**src/rtl/ysyx_23060025_icache.sv**
```systemverilog
// ysyx_23060025_icache: direct-mapped read-only instruction cache; line refills use AXI4 INCR bursts.
// Only the valid bits are reset; the tag and data arrays hold whatever they last held.
module ysyx_23060025_icache #(
    parameter int ADDR_WIDTH = 32,
    parameter int DATA_WIDTH = 32,
    parameter int LINE_WORDS = 4,
    parameter int SETS       = 16
) (
    input  logic                  clock,
    input  logic                  reset,
    input  logic                  ifu_psel_i,
    input  logic [ADDR_WIDTH-1:0] ifu_paddr_i,
    output logic                  ifu_pready_o,
    output logic [DATA_WIDTH-1:0] ifu_prdata_o,
    output logic                  ifu_perr_o,
    input  logic                  fence_i_i,
    output logic [ADDR_WIDTH-1:0] axi_araddr_o,
    output logic                  axi_arvalid_o,
    input  logic                  axi_arready_i,
    output logic [7:0]            axi_arlen_o,
    output logic [2:0]            axi_arsize_o,
    output logic [1:0]            axi_arburst_o,
    input  logic [DATA_WIDTH-1:0] axi_rdata_i,
    input  logic [1:0]            axi_rresp_i,
    input  logic                  axi_rlast_i,
    input  logic                  axi_rvalid_i,
    output logic                  axi_rready_o
);
    localparam int OFF_W   = $clog2(LINE_WORDS);
    localparam int OFF_LSB = OFF_W + 2;
    localparam int IDX_W   = $clog2(SETS);
    localparam int TAG_W   = ADDR_WIDTH - OFF_LSB - IDX_W;
    localparam logic [OFF_W-1:0] LAST = OFF_W'(LINE_WORDS - 1);

    typedef enum logic [1:0] {IDLE, MISS_AR, MISS_R, RESP} state_e;

    state_e                state_q, state_d;
    logic [ADDR_WIDTH-1:0] addr_q, addr_d, araddr_q, araddr_d;
    logic [DATA_WIDTH-1:0] prdata_q, prdata_d;
    logic [OFF_W-1:0]      cnt_q, cnt_d;
    logic                  pready_q, pready_d, perr_q, perr_d;
    logic                  arvalid_q, arvalid_d, rready_q, rready_d;
    logic                  err_q, err_d, inval_q, inval_d;
    logic [SETS-1:0]       valid_q, valid_d;
    logic [TAG_W-1:0]      tag_q [SETS];
    logic [DATA_WIDTH-1:0] data_q [SETS][LINE_WORDS];

    logic [OFF_W-1:0] req_off, q_off;
    logic [IDX_W-1:0] req_idx, q_idx;
    logic [TAG_W-1:0] req_tag, q_tag;
    logic             hit, beat, last, beat_err, unused_ok;

    assign req_off  = ifu_paddr_i[OFF_LSB-1:2];
    assign req_idx  = ifu_paddr_i[OFF_LSB+IDX_W-1:OFF_LSB];
    assign req_tag  = ifu_paddr_i[ADDR_WIDTH-1:OFF_LSB+IDX_W];
    assign q_off    = addr_q[OFF_LSB-1:2];
    assign q_idx    = addr_q[OFF_LSB+IDX_W-1:OFF_LSB];
    assign q_tag    = addr_q[ADDR_WIDTH-1:OFF_LSB+IDX_W];
    // A fence in the request cycle wins over the lookup, forcing the miss path.
    assign hit      = valid_q[req_idx] && tag_q[req_idx] == req_tag && !fence_i_i;
    assign beat     = state_q == MISS_R && axi_rvalid_i;
    assign last     = beat && cnt_q == LAST;
    assign beat_err = err_q || axi_rresp_i != 2'b00;
    assign unused_ok = ^{ifu_paddr_i[1:0], addr_q[1:0], axi_rlast_i};

    assign ifu_pready_o  = pready_q;
    assign ifu_prdata_o  = prdata_q;
    assign ifu_perr_o    = perr_q;
    assign axi_araddr_o  = araddr_q;
    assign axi_arvalid_o = arvalid_q;
    assign axi_rready_o  = rready_q;
    assign axi_arlen_o   = 8'(LINE_WORDS - 1);
    assign axi_arsize_o  = 3'b010;
    assign axi_arburst_o = 2'b01;

    always_comb begin
        state_d   = state_q;
        addr_d    = addr_q;
        araddr_d  = araddr_q;
        prdata_d  = prdata_q;
        cnt_d     = cnt_q;
        pready_d  = pready_q;
        perr_d    = perr_q;
        arvalid_d = arvalid_q;
        rready_d  = rready_q;
        err_d     = err_q;
        inval_d   = inval_q;
        valid_d   = valid_q;
        case (state_q)
            IDLE: if (ifu_psel_i) begin
                addr_d = ifu_paddr_i;
                if (hit) begin
                    state_d  = RESP;
                    pready_d = 1'b1;
                    prdata_d = data_q[req_idx][req_off];
                end else begin
                    state_d   = MISS_AR;
                    arvalid_d = 1'b1;
                    araddr_d  = {ifu_paddr_i[ADDR_WIDTH-1:OFF_LSB], {OFF_LSB{1'b0}}};
                    cnt_d     = '0;
                end
            end
            MISS_AR: if (axi_arready_i) begin
                state_d   = MISS_R;
                arvalid_d = 1'b0;
                rready_d  = 1'b1;
            end
            MISS_R: if (axi_rvalid_i) begin
                cnt_d    = cnt_q + 1'b1;
                err_d    = beat_err;
                prdata_d = cnt_q == q_off ? axi_rdata_i : prdata_q;
                if (cnt_q == LAST) begin
                    state_d        = RESP;
                    rready_d       = 1'b0;
                    pready_d       = 1'b1;
                    perr_d         = beat_err;
                    valid_d[q_idx] = !beat_err && !inval_q;
                end
            end
            default: begin
                state_d  = IDLE;
                pready_d = 1'b0;
                perr_d   = 1'b0;
                err_d    = 1'b0;
                inval_d  = 1'b0;
            end
        endcase
        if (fence_i_i) begin
            valid_d = '0;
            inval_d = inval_d || state_q == MISS_AR || state_q == MISS_R;
        end
    end

    always_ff @(posedge clock or negedge reset) begin
        if (!reset) begin
            state_q   <= IDLE;
            addr_q    <= '0;
            araddr_q  <= '0;
            prdata_q  <= '0;
            cnt_q     <= '0;
            pready_q  <= 1'b0;
            perr_q    <= 1'b0;
            arvalid_q <= 1'b0;
            rready_q  <= 1'b0;
            err_q     <= 1'b0;
            inval_q   <= 1'b0;
            valid_q   <= '0;
        end else begin
            state_q   <= state_d;
            addr_q    <= addr_d;
            araddr_q  <= araddr_d;
            prdata_q  <= prdata_d;
            cnt_q     <= cnt_d;
            pready_q  <= pready_d;
            perr_q    <= perr_d;
            arvalid_q <= arvalid_d;
            rready_q  <= rready_d;
            err_q     <= err_d;
            inval_q   <= inval_d;
            valid_q   <= valid_d;
        end
    end

    always_ff @(posedge clock) begin
        if (beat) data_q[q_idx][cnt_q] <= axi_rdata_i;
        if (last) tag_q[q_idx] <= q_tag;
    end

    // The beat counter, not rlast, ends the burst; a disagreeing memory is a protocol bug.
    a_rlast: assert property (@(posedge clock) disable iff (!reset) beat |-> axi_rlast_i == (cnt_q == LAST));
endmodule

```
**config.mk**
```make
export PLATFORM = sky130hd
export DESIGN_NAME = ysyx_23060025_icache
export DESIGN_NICKNAME = d
export VERILOG_FILES = /design/src/rtl/ysyx_23060025_icache.sv
export SDC_FILE = /design/constraint.sdc
export NUM_CORES = 2
export LEC_CHECK = 0
export ABC_AREA = 0
export CELL_PAD_IN_SITES_DETAIL_PLACEMENT = 1
export CELL_PAD_IN_SITES_GLOBAL_PLACEMENT = 2
export CORE_MARGIN = 4
export CORE_UTILIZATION = 53
export CTS_CLUSTER_SIZE = 8
export DETAILED_ROUTE_END_ITERATION = 10
export PLACE_DENSITY = 0.95
export SLEW_MARGIN = 20
export SYNTH_ARGS = -nofsm -noshare
export SYNTH_HDL_FRONTEND = slang
export SYNTH_SLANG_ARGS = --single-unit
```
**constraint.sdc**
```tcl
create_clock -name clock -period 6.45 [get_ports clock]
set_input_delay 1.29 -clock clock [delete_from_list [all_inputs] [get_ports clock]]
set_output_delay 1.29 -clock clock [all_outputs]
set_load 0.02 [all_outputs]
```
==> reports/metrics.yaml <==
synth_top_area_share_pct: 74.0
synth-simple-area-share_pct: 1.69
dr_wl_met3_um: 51000
cts_buffers: 368
drt_iter0_drc: 11194
holdWs_ns: 0.478
viasPerCell: 7.47
synth_top_family_by_area: "multiplexers"
fmax_ghz: 0.183
cts_tree: "built"
ctsHoldBuffers: 0
top_layer: "met5"
min_period_over_period_pct: 84.7
synth_top_flop_cell: "edfxtp_1"
multiInputGateArea_um2: 21900
ys_seq_area_share_pct: 77.0
synthDistinctLibCells: 67
synth_edf_count: 2432
cts_sinks: 2548
ioPinCount: 154
vdd_drop_max_mv: 0.268
fin_area_um2: 114000
clockBufferDepth: 4
finClkSkew_ns: 0.106
floorplan.die.height_um: 439
synth_fa_ha_area_share_pct: 0.101
yosys_warnings: 0
tns_ns: 0
critPathSlowestCell: "buf_4"
cap_violations: 0
cpPeakStageDelay_ns: 0.65
finalNetCount: 4953
fill_cells: 14859
synth.cell_area_um2: 98600
slew_headroom_pct: 13.0
grt.total_usage_pct: 34.2
r2r-start: "tag_q[4][20]"
wl_um: 348000
powerDensity_nw_per_um2: 372
place_area_um2: 104000
die_width_um: 439
synth_area_leaders: "edfxtp_1, mux4_2, dfrtp_1, mux2i_1, mux2_2"
via_count: 56467
seqCellArea_um2: 75900
path_buf_inv: 3
wl_met2_um: 165000
crit_arrival_ns: 6.28
crit_path_start_kind: "input port"
m1WireLength_um: 106000
leakage_nw: 36.5
rr_endpoint: "ifu_prdata_o[28]"
synth_xor_area_share_pct: 0.311
hold_class: "in -> async"
antenna_found_initial: 29
grt_pass1_wl_um: 458000
die_area_um2: 193000
synth_compound_area_share_pct: 1.97
rows: 158
synth-seq-cells: 2548
finalCriticalPeriod_ns: 5.47
overflow: 0
cpMostUsedCell: "buf_4"
worst_pin_slew_ns: 1.30
cp_top_family: "simple AND/OR/NAND/NOR gates"
path_max_fanout: 55
wl_per_cell_um: 46.1
cp.required_ns: 7.26
cp_cell_sequence: "buf_8, buf_4, nor2b_1, a221oi_1, o21ai_0, and3b_1, o2111ai_1, nor4b_1, nand4b_1, o21ai_4, buf_4, mux2_2"
cts.repair.resized: 0
initial_utilization_pct: 53.3
r2r_slack_ns: 1.69
drc: 0
postCtsSetupRepairBufs: 0
finalHoldViolCount: 0
end_kind: "flip-flop"
gp_congestion: 0.807
ant_nets: 0
syn_to_final_growth_pct: 15.4
async_reset_ff_share_pct: 4.55
dp_hpwl_um: 159000
critPathKind: "in -> reg"
drtPass1Iterations: 6
status: "complete, no violations"
rr_worst_depth: 9
clock_latency_ns: 0.99
synth_top_area_cell: "edfxtp_1"
root_buffer: "clkbuf_16"
portBuffers: 133
synth_mux_area_share_pct: 17.5
layout-drive-gt1-share_pct: 27.6
syn_area_per_cell_um2: 22.2
synthCells: 4438
cts.clk_slew.worst_paths_ns: 0.05
cts_htree_levels: 5
grt_max_degree: 102
maxSlewViolCount: 0
rsz0062_at_grt: "false"
setup_viol: 0
grt_pass1_vias: 57105
core_um2: 185000
[kinds of logic after synthesis]
family                     Yosys count
xor gates and xnor gates            35
other                                2
AOI/OAI and AO/OA                  284
DFF                               2548
muxes                              912
buffers and inverters              276
and+or+nand+nor                    373
adders and majority gates            8
[cell type report]
class                           count  area share [%]
Inverter                           22          0.0791
Antenna cell                       16          0.0352
Multi-Input combinational cell   1629            19.2
Timing Repair Buffer              303            2.36
Tap cell                         2480            2.73
Clock inverter                      6          0.0616
Sequential cell                  2548            66.7
Clock buffer                      553            8.81
[registers in the layout (all words and copies together), names as in the netlist]
name	count
inval_q	1
addr_q	30
state_q	2
err_q	1
tag_q	384
cnt_q	2
data_q	2048
ifu_prdata_o	32
axi_araddr_o	28
ifu_perr_o	1
ifu_pready_o	1
axi_arvalid_o	1
axi_rready_o	1
valid_q	16
[per-layer routing]
metal	GRT usage, %	up-vias
met1	43.6	28639
met5	0	-
li1	-	19507
met3	9.36	1605
met4	18.3	14
met2	54.1	6702
[Yosys cell counts (all sizes together) (3+ instances only)]
library cell,instances
a2111oi,3
a211oi,24
a21oi,49
a221oi,26
a22o,3
a22oi,12
a311oi,17
a31oi,17
a32oi,3
and2,3
and3,7
buf,186
clkbuf,68
dfrtp,116
edfxtp,2432
ha,8
inv,21
mux2,93
mux2i,180
mux4,639
nand2,160
nand2b,8
nand3,25
nand4,6
nor2,96
nor2b,30
nor3,16
nor4,3
nor4b,4
o2111ai,3
o211ai,5
o21ai,59
o221ai,27
o22ai,21
o2bb2ai,3
o31ai,3
or2,3
or3,3
xnor2,25
xor2,10
[placed cells by master, fill, tap and decap left out, drive strengths merged, types with 10 or more instances in the layout]
cell and instances:
diode 16, o221ai 27, nand3 25, clkdlybuf4s50 95, conb 17, mux4 639
inv 24, a221oi 26, a211oi 24, xor2 10, edfxtp 2432, mux2i 180
o21ai 59, nor2b 30, nand2 160, a21oi 49, nor2 96, o22ai 21
mux2 93, clkbuf 553, a22oi 12, buf 208, nor3 16, xnor2 25
a311oi 17, a31oi 17, dfrtp 116
[where the power goes]
part,total (mW),switching (mW),internal (mW)
sequential,19.7,0.693,19.0
combinational,4.29,2.83,1.46
clock,18.3,7.75,10.6
[worst max path at each step]
stage,cells after the start,slack (ns),endpoint,start
2_1_floorplan,5,1.45,data_q[15][0],axi_rvalid_i
3_3_place_gp,10,0.71,ifu_prdata_o[7],ifu_paddr_i[4]
3_5_place_dp,12,0.40,ifu_prdata_o[21],ifu_paddr_i[4]
4_1_cts,12,1.23,ifu_prdata_o[7],ifu_paddr_i[4]
5_1_grt,12,0.90,ifu_prdata_o[27],ifu_paddr_i[4]
6_report,12,0.98,ifu_prdata_o[28],ifu_paddr_i[4]
[stage by stage]
step / util [%] / worst slack [ns] / cells / power, mW
6_report: 61.5 / 0.984 / 7557 / 42.3
5_1_grt: 61.4 / 0.900 / 7548 / 43.0
4_1_cts: 61.4 / 1.23 / 7539 / 41.7
3_5_place_dp: 55.9 / 0.404 / 6980 / 23.8
3_3_place_gp: 55.9 / 0.713 / 6980 / 23.5
2_1_floorplan: - / 1.45 / 4453 / 21.7
(Power assumes the default switching activity.)
